File: src/rtl/downsampler_2x2.sv
// 2x2 spatial downsampler for a raster pixel stream; one output per 2x2 input block.
// Define DOWNSAMPLER_AVG_EN for a rounded 2x2 box average; otherwise even/even decimation.
module downsampler_2x2 #(
    parameter int unsigned IN_WIDTH  = 800,
    parameter int unsigned IN_HEIGHT = 600,
    parameter int unsigned DATA_W    = 8
) (
    input  logic              clock,
    input  logic              reset,
    input  logic              valid,
    input  logic              sof,
    input  logic [DATA_W-1:0] din,
    output logic [DATA_W-1:0] dataout,
    output logic              validout,
    output logic [9:0]        rownum,
    output logic [9:0]        colnum
);

    localparam logic [10:0] LAST_COL = 11'(IN_WIDTH - 1);
    localparam logic [10:0] LAST_ROW = 11'(IN_HEIGHT - 1);

    logic [10:0] in_col;
    logic [10:0] in_row;
    logic [10:0] col_eff;
    logic [10:0] row_eff;
    logic [10:0] col_next;
    logic [10:0] row_next;
    logic              emit;
    logic [DATA_W-1:0] result;

    // sof re-labels the current pixel as (0,0) before any position-dependent decision
    always_comb begin
        col_eff  = sof ? '0 : in_col;
        row_eff  = sof ? '0 : in_row;
        col_next = col_eff + 11'd1;
        row_next = row_eff;
        if (col_eff == LAST_COL) begin
            col_next = '0;
            row_next = (row_eff == LAST_ROW) ? '0 : row_eff + 11'd1;
        end
    end

    always_ff @(posedge clock) begin
        if (reset) begin
            in_col <= '0;
            in_row <= '0;
        end else if (valid) begin
            in_col <= col_next;
            in_row <= row_next;
        end
    end

`ifdef DOWNSAMPLER_AVG_EN
    localparam int unsigned LB_DEPTH = IN_WIDTH / 2;
    localparam int unsigned LB_AW    = (LB_DEPTH > 1) ? $clog2(LB_DEPTH) : 1;

    logic [DATA_W-1:0] pair_reg;
    logic [DATA_W:0]   pair_sum;
    logic [DATA_W+1:0] total;
    logic [LB_AW-1:0]  lb_addr;
    logic [DATA_W:0]   linebuf [LB_DEPTH];

    always_comb begin
        lb_addr  = col_eff[LB_AW:1];
        pair_sum = {1'b0, pair_reg} + {1'b0, din};
        total    = {1'b0, linebuf[lb_addr]} + {1'b0, pair_sum};
        // max total + 2 is 4*(2^DATA_W-1)+2, so the shifted result always fits DATA_W
        result   = DATA_W'((total + (DATA_W+2)'(2)) >> 2);
        emit     = valid & row_eff[0] & col_eff[0];
    end

    always_ff @(posedge clock) begin
        if (reset)
            pair_reg <= '0;
        else if (valid && !col_eff[0])
            pair_reg <= din;
    end

    // Contents need no reset: every odd-row read follows a full even-row rewrite
    always_ff @(posedge clock) begin
        if (!reset && valid && !row_eff[0] && col_eff[0])
            linebuf[lb_addr] <= pair_sum;
    end
`else
    always_comb begin
        result = din;
        emit   = valid & ~row_eff[0] & ~col_eff[0];
    end
`endif

    always_ff @(posedge clock) begin
        if (reset) begin
            dataout  <= '0;
            validout <= 1'b0;
            rownum   <= '0;
            colnum   <= '0;
        end else begin
            validout <= emit;
            if (emit) begin
                dataout <= result;
                rownum  <= row_eff[10:1];
                colnum  <= col_eff[10:1];
            end
        end
    end

endmodule

File: config.mk
export PLATFORM = sky130hd
export DESIGN_NAME = downsampler_2x2
export DESIGN_NICKNAME = d
export VERILOG_FILES = /design/src/rtl/downsampler_2x2.sv
export SDC_FILE = /design/constraint.sdc
export NUM_CORES = 1
export LEC_CHECK = 0
export ABC_AREA = 1
export BUFFER_PORTS_ARGS = -buffer_cell sky130_fd_sc_hd__buf_2
export CAP_MARGIN = 40
export CORE_ASPECT_RATIO = 1.4
export CORE_MARGIN = 2
export CORE_UTILIZATION = 50
export CTS_BUF_LIST = sky130_fd_sc_hd__clkbuf_8
export DETAILED_ROUTE_END_ITERATION = 8
export PLACE_DENSITY = 0.74
export SETUP_SLACK_MARGIN = 0.05
export SYNTH_ARGS = -nofsm -noshare
export SYNTH_HDL_FRONTEND = slang
export SYNTH_SLANG_ARGS = --single-unit
File: constraint.sdc
create_clock -name clock -period 1.99 [get_ports clock]
set_input_delay 0.398 -clock clock [delete_from_list [all_inputs] [get_ports clock]]
set_output_delay 0.398 -clock clock [all_outputs]
set_load 0.1 [all_outputs]
* After elaboration in Yosys (flattened, before gate mapping)
Index checks and enable logic that the tools add are counted.
** Operators by class
- Add/subtract/negate cells :: 2
- Equality and inequality tests :: 2
- Mux-type cells :: 5
- Bitwise operators :: 4
** Operators by type and width (count)
- $mux W11 :: 5
- $add A11 B1 Y11 const B :: 2
- $eq A11 B10 Y1 const B :: 2
- $and A1 B1 Y1 :: 2
- $not A1 Y1 :: 2
** Word-level totals
- Register bits after elaboration :: 51
- Input bits :: 12
- Output and inout bits :: 29
- Word-level logic and storage cells :: 19

* Depth between registers and ports, before layout
Gate-level depths: netlist of run 1.
- Depth in word-level cells :: 4
- Mapped depth :: 13
- Mapped depth without buffers :: 12

* Least setup slack after synthesis of run 1
Ideal clock, no wire load.
- Path type :: input-to-reg
- Start :: in sof
- End :: reg in_row[1]
- Library setup time :: 0.070 ns
- Arrival :: 1.879 ns
- Required time :: 1.920 ns
- Setup slack :: 0.041 ns
- Cell stages on the path :: 9
- Buffers on the path :: 2
- Cell sequence :: buf_6 -> buf_2 -> nor2_1 -> ha_1 -> nand4_4 -> nor3_4 -> and2_1 -> nand3_1 -> a21oi_1
** Between the ends
- Elaborated cells on any way between the ends :: 7
- Those cells by class :: add/sub: 1; eq/ne: 2; mux: 4
** RTL lines
- start: declaration :: RTL line 11 : input logic sof,
- $mux W11 :: RTL line 33 : col_eff = sof ? '0 : in_col;
- net col_eff[1] :: RTL line 24 : logic [10:0] col_eff;
- $eq A11 B10 Y1 :: RTL line 37 : if (col_eff == LAST_COL) begin
- $mux W11 :: RTL line 37
- end signal: assignment :: RTL line 49 : in_row <= row_next;
- end: declaration :: RTL line 23 : logic [10:0] in_row;
The timed path passes the listed nets, and every way through them passes these cells.
A chain may end at the register's enable or synchronous reset.

* Final worst setup path of run 1
- Start :: reg in_col[1]
- End :: reg in_row[7]
** Between the ends
- Cells in the longest elaborated chain, start to end :: 3
** Ends and longest elaborated chain
- start: declaration :: RTL line 22 : logic [10:0] in_col;
- start signal: assignment :: RTL line 48 : in_col <= col_next;
- $mux W11 :: RTL line 33
- net col_eff[1] :: RTL line 24
- $eq A11 B10 Y1 :: RTL line 37
- $mux W11 :: RTL line 37
The timed path passes the listed nets, and every way through them passes these cells.

==> load_flow_metrics.sql, run 1 <==
INSERT INTO impl_metrics (metric_group, metric, value, unit) VALUES
('yosys', 'async_flop_share', '0', '%'),
('worst_setup_path', 'critPathKind', 'reg -> reg', ''),
('timing', 'finalWorstPathRequiredPeriod', '1.715', 'ns'),
('worst_setup_path', 'critical_path_endpoint_category', 'flop', ''),
('routing', 'vias', '2581', ''),
('yosys', 'ys_seq_area_share', '39.38', '%'),
('timing', 'finalHoldViolCount', '0', ''),
('routing', 'antenna_left', '0', ''),
('worst_setup_path', 'worst-endpoint-required', '2.23', 'ns'),
('yosys', 'syn_area', '0.002592', 'mm²'),
('clock_tree', 'tritoncts', 'done', ''),
('timing', 'fin_skew', '0.009566', 'ns'),
('min_path', 'timing.hold.worst.class', 'in -> reg', ''),
('placed_design', 'gp_routability_congestion', '0.9293', ''),
('timing', 'worst_slew_margin_rel', '52.00', '%'),
('routing', 'residual_drc', '0', ''),
('clock_tree', 'worst_skew_pair.late_latency', '0.31', 'ns'),
('timing', 'totalNegativeSetupSlack', '0', 'ns'),
('status', 'outcome', 'finished clean', ''),
('yosys', 'synth.yosys.warnings', '0', ''),
('flow_run', 'cap_violations', '0', ''),
('layout', 'final_cell_count_without_fillers', '506', ''),
('routing', 'dr.first_iter.drc_count', '171', ''),
('yosys', 'cells_after_synth', '388', ''),
('yosys', 'synth_enable_flop_cells', '0', ''),
('worst_setup_path', 'critical-path-top-cell-by-count', 'nand3_1', ''),
('placed_design', 'dpl.cell_count', '498', ''),
('timing', 'worst_slew_pin_slew', '0.7191', 'ns'),
('yosys', 'synthDistinctLibCells', '31', ''),
('timing', 'unrepaired_setup_endpoints_after_global_routing', 'false', ''),
('timing', 'final_min_period_over_clock_period', '86.17', '%'),
('placed_design', 'port_buffers', '40', ''),
('worst_setup_path', 'worst_path_dominant_cell_family', 'simple AND/OR/NAND/NOR gates', ''),
('routing', 'wl', '6000', 'µm'),
('timing', 'achievable-frequency', '0.5832', 'GHz'),
('yosys', 'synth_top_flop_cell', 'dfxtp_1', ''),
('yosys', 'ys_seq_elements', '51', ''),
('routing', 'route.detailed.wl_per_inst', '11.86', 'µm'),
('clock_tree', 'cts.hold.buffers_added', '0', ''),
('global_routing', 'grt.overflow.total', '0', ''),
('timing', 'setup_viol', '0', ''),
('floorplanning', 'die_h', '89.20', 'µm'),
('global_routing', 'grt_util_all_layers', '22.30', '%'),
('layout', 'final_util', '60.65', '%'),
('clock_tree', 'cts.repair_timing.setup_buffer_count', '0', ''),
('global_routing', 'number_of_global_route_vias_before_repair', '2364', ''),
('layout', 'layout-drive-gt1-share', '19.55', '%'),
('yosys', 'postSynthNetCount', '402', ''),
('pwr', 'cellPowerDensity', '764.8', 'mW/mm²'),
('worst_setup_path', 'worst_path_buffer_plus_inverter_count', '3', ''),
('worst_setup_path', 'crit_path_top_delay_cell', 'dfxtp_1', ''),
('worst_setup_path', 'cp_data_arrival_time', '1.96', 'ns'),
('placed_design', 'dp_hpwl', '4409', 'µm'),
('global_routing', 'global_route_wire_length_before_repair', '10110', 'µm'),
('pwr', 'leakage', '0.001338', 'µW'),
('worst_setup_path', 'worst_path_maximum_fanout', '10', ''),
('yosys', 'avg_synthesized_cell_area', '6.682', 'µm²'),
('layout', 'final_net_count', '453', ''),
('floorplanning', 'die-width', '64.86', 'µm'),
('clock_tree', 'clock_tree.root_cell', 'clkbuf_8', ''),
('routing', 'drt_first_pass_iters', '5', ''),
('global_routing', 'maximum_number_of_pins_on_one_net_before_global_route_repair', '57', ''),
('timing', 'drv_slew', '0', ''),
('routing', 'viasPerCell', '5.101', ''),
('clock_tree', 'post_cts.resized_instances', '0', ''),
('worst_setup_path', 'cp-start-kind', 'flop', ''),
('clock_tree', 'clk_path_buf_depth', '2', ''),
('floorplanning', 'initial_utilization', '51.02', '%'),
('worst_setup_path', 'max_stage_delay', '0.36', 'ns'),
('pwr', 'worst_ir_drop_vdd', '0.4858', 'mV'),
('layout', 'fillcell_total', '475', ''),
('clock_tree', 'cts_htree_levels', '2', ''),
('floorplanning', 'die_area', '0.005785', 'mm²'),
('global_routing', 'antenna_violations_before_repair', '0', ''),
('layout', 'syn_to_final_growth', '18.87', '%'),
('floorplanning', 'std_cell_rows', '31', ''),
('clock_tree', 'cts.reportedPaths.clkPinSlew', '0.10', 'ns'),
('clock_tree', 'cts.sink_count', '51', ''),
('floorplanning', 'io_pins', '41', ''),
('floorplanning', 'core', '0.005081', 'mm²'),
('worst_setup_path', 'crit_path_cell_trace', 'inv_1 > nor2_1 > ha_1 > nand4_4 > inv_2 > nand3_1 > buf_4 > o21bai_1 > nand3_1 > a21oi_1', ''),
('layout', 'antennaDiodeCount', '0', ''),
('clock_tree', 'numCtsBuffers', '5', '');
-- registers in the layout (all words and copies together), names as in the netlist --
register  flops
colnum       10
dataout       8
in_col       11
rownum       10
validout      1
in_row       11
-- per-layer routing --
layer / wire length, µm / share of wire (%) / track usage [%]
met3: 190 / 3.2 / 3.652
met4: 232 / 3.9 / 12.77
met1: 2440 / 41 / 24.21
met5: 0 / 0 / 0
met2: 3137 / 52 / 40.86
-- worst register-to-register path, stage by stage (launching register included) --
cell and delay (ns):
dfxtp_1 0.36, inv_1 0.05, nor2_1 0.14, ha_1 0.25, nand4_4 0.14, inv_2 0.08
nand3_1 0.09, buf_4 0.19, o21bai_1 0.14, nand3_1 0.09, a21oi_1 0.14
-- final timing paths --
check	start	to	slack, ns	depth (start not counted)
max reg2reg	in_col[1]$_SDFFE_PP0P_	in_row[7]$_SDFFE_PP0P_	0.28	10
min reg2reg	dataout[5]$_SDFFE_PP0P_	dataout[5]$_SDFFE_PP0P_	0.44	2
min	din[5]	dataout[5]$_SDFFE_PP0P_	0.35	3
max	in_col[1]$_SDFFE_PP0P_	in_row[7]$_SDFFE_PP0P_	0.28	10
-- synth_stat cells (2+ instances only) --
cell,count,area [µm²]
a21oi_1,51,255.2
buf_2,6,30.03
buf_6,2,22.52
clkbuf_1,9,33.78
dfxtp_1,51,1021
ha_1,2,25.02
inv_1,65,244.0
inv_2,2,7.510
nand2_1,74,277.8
nand2_2,2,12.51
nand3_1,33,165.2
nand4_1,2,12.51
nor2_1,33,123.9
nor2_2,2,12.51
nor2_4,3,33.78
nor3_1,4,20.02
o21ai_0,28,140.1
o21ai_1,5,25.02
o21bai_1,2,15.01
-- metrics by stage --
step	hold WS (ns)	worst slack, ns	area (µm²)	total power, µW
global route	0.3771	0.08985	3082	2446
floorplan	0.4453	0.06503	2592	1543
CTS	0.3494	0.2507	3079	2383
detailed placement	0.4316	0.02402	2964	1636
global placement	0.4269	0.05545	2964	1631
finish	0.3530	0.2752	3082	2357
-- power by group --
group | internal, µW | switching, µW | total (µW)
logic | 87.7 | 436 | 524
registers | 1070 | 20.2 | 1090
clock network | 379 | 367 | 746
total | 1530 | 823 | 2360
-- cell families after synthesis --
| group | after synthesis | share of synthesized area, % |
|---|---|---|
| simple gates | 158 | 27.70 |
| compound gates | 89 | 17.62 |
| buf+inv | 86 | 13.66 |
| flops | 51 | 39.38 |
| xor+xnor | 2 | 0.6758 |
| fa+ha+maj | 2 | 0.9651 |
-- final cells by class --
class	count	area, µm²	share of cell area (%)
flip-flops and latches	51	1021	33.13
inverters	68	260.3	8.445
clock buffers	5	68.82	2.233
well taps	66	82.58	2.680
multi-input cells	251	1225	39.75
repair buffers	62	377.9	12.26
clock inverters	3	46.29	1.502
-- layout by cell type (no fill, tap or decap), drive strengths merged --
cell / n
xnor2: 1
clkbuf: 5
o211ai: 1
nand2: 76
ha: 2
nand4: 3
o21bai: 2
o21ai: 33
and2: 1
dfxtp: 51
inv: 69
a22oi: 1
buf: 62
nor2: 38
nor3: 6
o22ai: 1
a21oi: 51
nand3: 33
bufinv: 1
or2: 1
xor2: 1
clkinvlp: 1
No activity file was read; power rests on OpenSTA's default activity.
==> run 2: changes to the inputs <==
- CORE_UTILIZATION: 50 -> 53
- PLACE_DENSITY: 0.74 -> 0.77
- SKIP_LAST_GASP: not set -> 1
==> run 2 against run 1 <==
Fmax grew 0.41%. Register-to-register slack is essentially flat. Clock skew shrank 0.0054 ns. First-iteration DRC count shrank 11%. Worst hold slack gained 0.013 ns. Sequential power is essentially flat. Via count shrank 0.31%. Clock power shrank 17%. Largest power group unchanged.
==> load_flow_metrics.sql, run 2 (same netlist as run 1, synthesis figures left out) <==
INSERT INTO impl_metrics (metric_group, metric, value, unit) VALUES
('timing', 'setup_viol', '0', ''),
('floorplanning', 'initial_utilization', '54.38', '%'),
('timing', 'fin_skew', '0.004185', 'ns'),
('layout', 'layout_common_cells', 'nand2_1 (73), inv_1 (66), a21oi_1 (51), dfxtp_1 (51), buf_2 (40)', ''),
('global_routing', 'grt.overflow.total', '0', ''),
('worst_setup_path', 'critical_path_endpoint_category', 'flop', ''),
('timing', 'drv_slew', '0', ''),
('worst_setup_path', 'crit_path_cell_trace', 'inv_1 > nor2_1 > ha_1 > nand2_1 > nor2_2 > inv_1 > nor2_1 > nand2_1 > nand2_1 > nand3_1 > a21oi_1', ''),
('clock_tree', 'numCtsBuffers', '5', ''),
('clock_tree', 'tritoncts', 'done', ''),
('layout', 'layout_commonest_cell', 'nand2_1', ''),
('floorplanning', 'std_cell_rows', '30', ''),
('flow_run', 'cap_violations', '0', ''),
('floorplanning', 'io_pins', '41', ''),
('layout', 'final_net_count', '454', ''),
('timing', 'whs', '0.3660', 'ns'),
('global_routing', 'antenna_violations_before_repair', '0', ''),
('worst_setup_path', 'cp_data_arrival_time', '1.95', 'ns'),
('worst_setup_path', 'critical-path-top-cell-by-count', 'nand2_1', ''),
('routing', 'drt_first_pass_iters', '4', ''),
('global_routing', 'number_of_global_route_vias_before_repair', '2463', ''),
('floorplanning', 'die-width', '63.11', 'µm'),
('timing', 'finalWorstPathRequiredPeriod', '1.708', 'ns'),
('worst_setup_path', 'cp-start-kind', 'flop', ''),
('clock_tree', 'cts.reportedPaths.clkPinSlew', '0.09', 'ns'),
('timing', 'unrepaired_setup_endpoints_after_global_routing', 'false', ''),
('routing', 'vias', '2573', ''),
('clock_tree', 'cts_htree_levels', '2', ''),
('timing', 'worst_slew_pin_slew', '0.4916', 'ns'),
('pwr', 'finalPower', '2230', 'µW'),
('pwr', 'worst_ir_drop_vdd', '0.4762', 'mV'),
('clock_tree', 'worst_skew_pair.late_latency', '0.31', 'ns'),
('global_routing', 'global_route_wire_length_before_repair', '10320', 'µm'),
('worst_setup_path', 'max_stage_delay', '0.37', 'ns'),
('layout', 'antennaDiodeCount', '0', ''),
('timing', 'achievable-frequency', '0.5855', 'GHz'),
('timing', 'final_min_period_over_clock_period', '85.82', '%'),
('clock_tree', 'clk_path_buf_depth', '2', ''),
('floorplanning', 'die_area', '0.005475', 'mm²'),
('routing', 'route.detailed.wl_per_inst', '12.28', 'µm'),
('worst_setup_path', 'worst_path_maximum_fanout', '4', ''),
('layout', 'biggestRegsByFlops', 'in_col: 11 flops, in_row: 11 flops', ''),
('status', 'outcome', 'finished clean', ''),
('routing', 'dr.first_iter.drc_count', '152', ''),
('routing', 'antenna_left', '0', ''),
('placed_design', 'gp_routability_congestion', '0.9328', ''),
('layout', 'layout-drive-gt1-share', '19.73', '%'),
('timing', 'worst_slew_margin_rel', '67.19', '%'),
('floorplanning', 'die_h', '86.76', 'µm'),
('timing', 'finalHoldViolCount', '0', ''),
('global_routing', 'maximum_number_of_pins_on_one_net_before_global_route_repair', '58', ''),
('worst_setup_path', 'crit_path_top_delay_cell', 'dfxtp_1', ''),
('routing', 'residual_drc', '0', ''),
('placed_design', 'dp_hpwl', '4603', 'µm'),
('layout', 'syn_to_final_growth', '18.39', '%'),
('worst_setup_path', 'critPathKind', 'reg -> reg', ''),
('placed_design', 'port_buffers', '40', ''),
('pwr', 'leakage', '0.001341', 'µW'),
('min_path', 'timing.hold.worst.class', 'in -> reg', ''),
('layout', 'final_util', '64.38', '%'),
('worst_setup_path', 'worst-endpoint-required', '2.23', 'ns'),
('routing', 'viasPerCell', '5.095', ''),
('global_routing', 'grt_util_all_layers', '23.66', '%'),
('clock_tree', 'clock_tree.root_cell', 'clkbuf_8', ''),
('timing', 'worst_slack', '0.2822', 'ns'),
('floorplanning', 'core', '0.004767', 'mm²'),
('timing', 'totalNegativeSetupSlack', '0', 'ns'),
('pwr', 'cellPowerDensity', '726.4', 'mW/mm²'),
('routing', 'wl', '6202', 'µm'),
('placed_design', 'dp_worst_setup_slack', '0.01672', 'ns'),
('clock_tree', 'cts.sink_count', '51', '');
-- run 2: area by class of cell --
type                            count  area, µm²
Multi-Input combinational cell    251       1227
Tap cell                           64      80.08
Sequential cell                    51       1021
Clock inverter                      2      12.51
Fill cell                         474       1698
Inverter                           68      260.3
Timing Repair Buffer               63      385.4
Clock buffer                        6      82.58
-- run 2: through the flow --
step	area, µm²	cells
2_1_floorplan	2592	388
3_3_place_gp	2969	497
3_5_place_dp	2969	497
4_1_cts	3064	505
5_1_grt	3069	505
6_report	3069	505
-- run 2: critical path, delay by kind of cell (launching register included) --
kind	cells	cell delay, ns
fa+ha+maj	1	0.25
flops	1	0.37
simple gates	7	0.75
compound gates	1	0.13
buf+inv	2	0.15
-- run 2: report_power, final --
part,switching [µW],internal (µW)
logic,435,89.0
clock network,339,280
registers,20.3,1070
-- run 2: what timing repair did --
action                                  4_1_cts  5_1_grt
endpoints found under the setup margin        0        5
hold buffers                                  0        0
setup buffers                                 0        0
resized for setup                             0        2
-- run 2: per-layer routing --
| metal | vias up | track usage [%] | wire length, µm | part of all wire [%] |
|---|---|---|---|---|
| met4 | 0 | 15.35 | 267 | 4.3 |
| met5 | - | 0 | 0 | 0 |
| li1 | 1334 | - | - | - |
| met2 | 62 | 43.13 | 3173 | 51 |
| met3 | 20 | 3.506 | 218 | 3.5 |
| met1 | 1157 | 25.25 | 2543 | 41 |
-- run 2: final timing paths --
path                                             start                 endpoint  slack [ns]  cells past startpoint
worst max register to register  in_row[1]$_SDFFE_PP0P_   in_row[6]$_SDFFE_PP0P_        0.28                     11
worst min register to register  rownum[9]$_SDFFE_PP0P_   rownum[9]$_SDFFE_PP0P_        0.44                      2
worst min-delay path                            din[6]  dataout[6]$_SDFFE_PP0P_        0.37                      3
worst max-delay path            in_row[1]$_SDFFE_PP0P_   in_row[6]$_SDFFE_PP0P_        0.28                     11
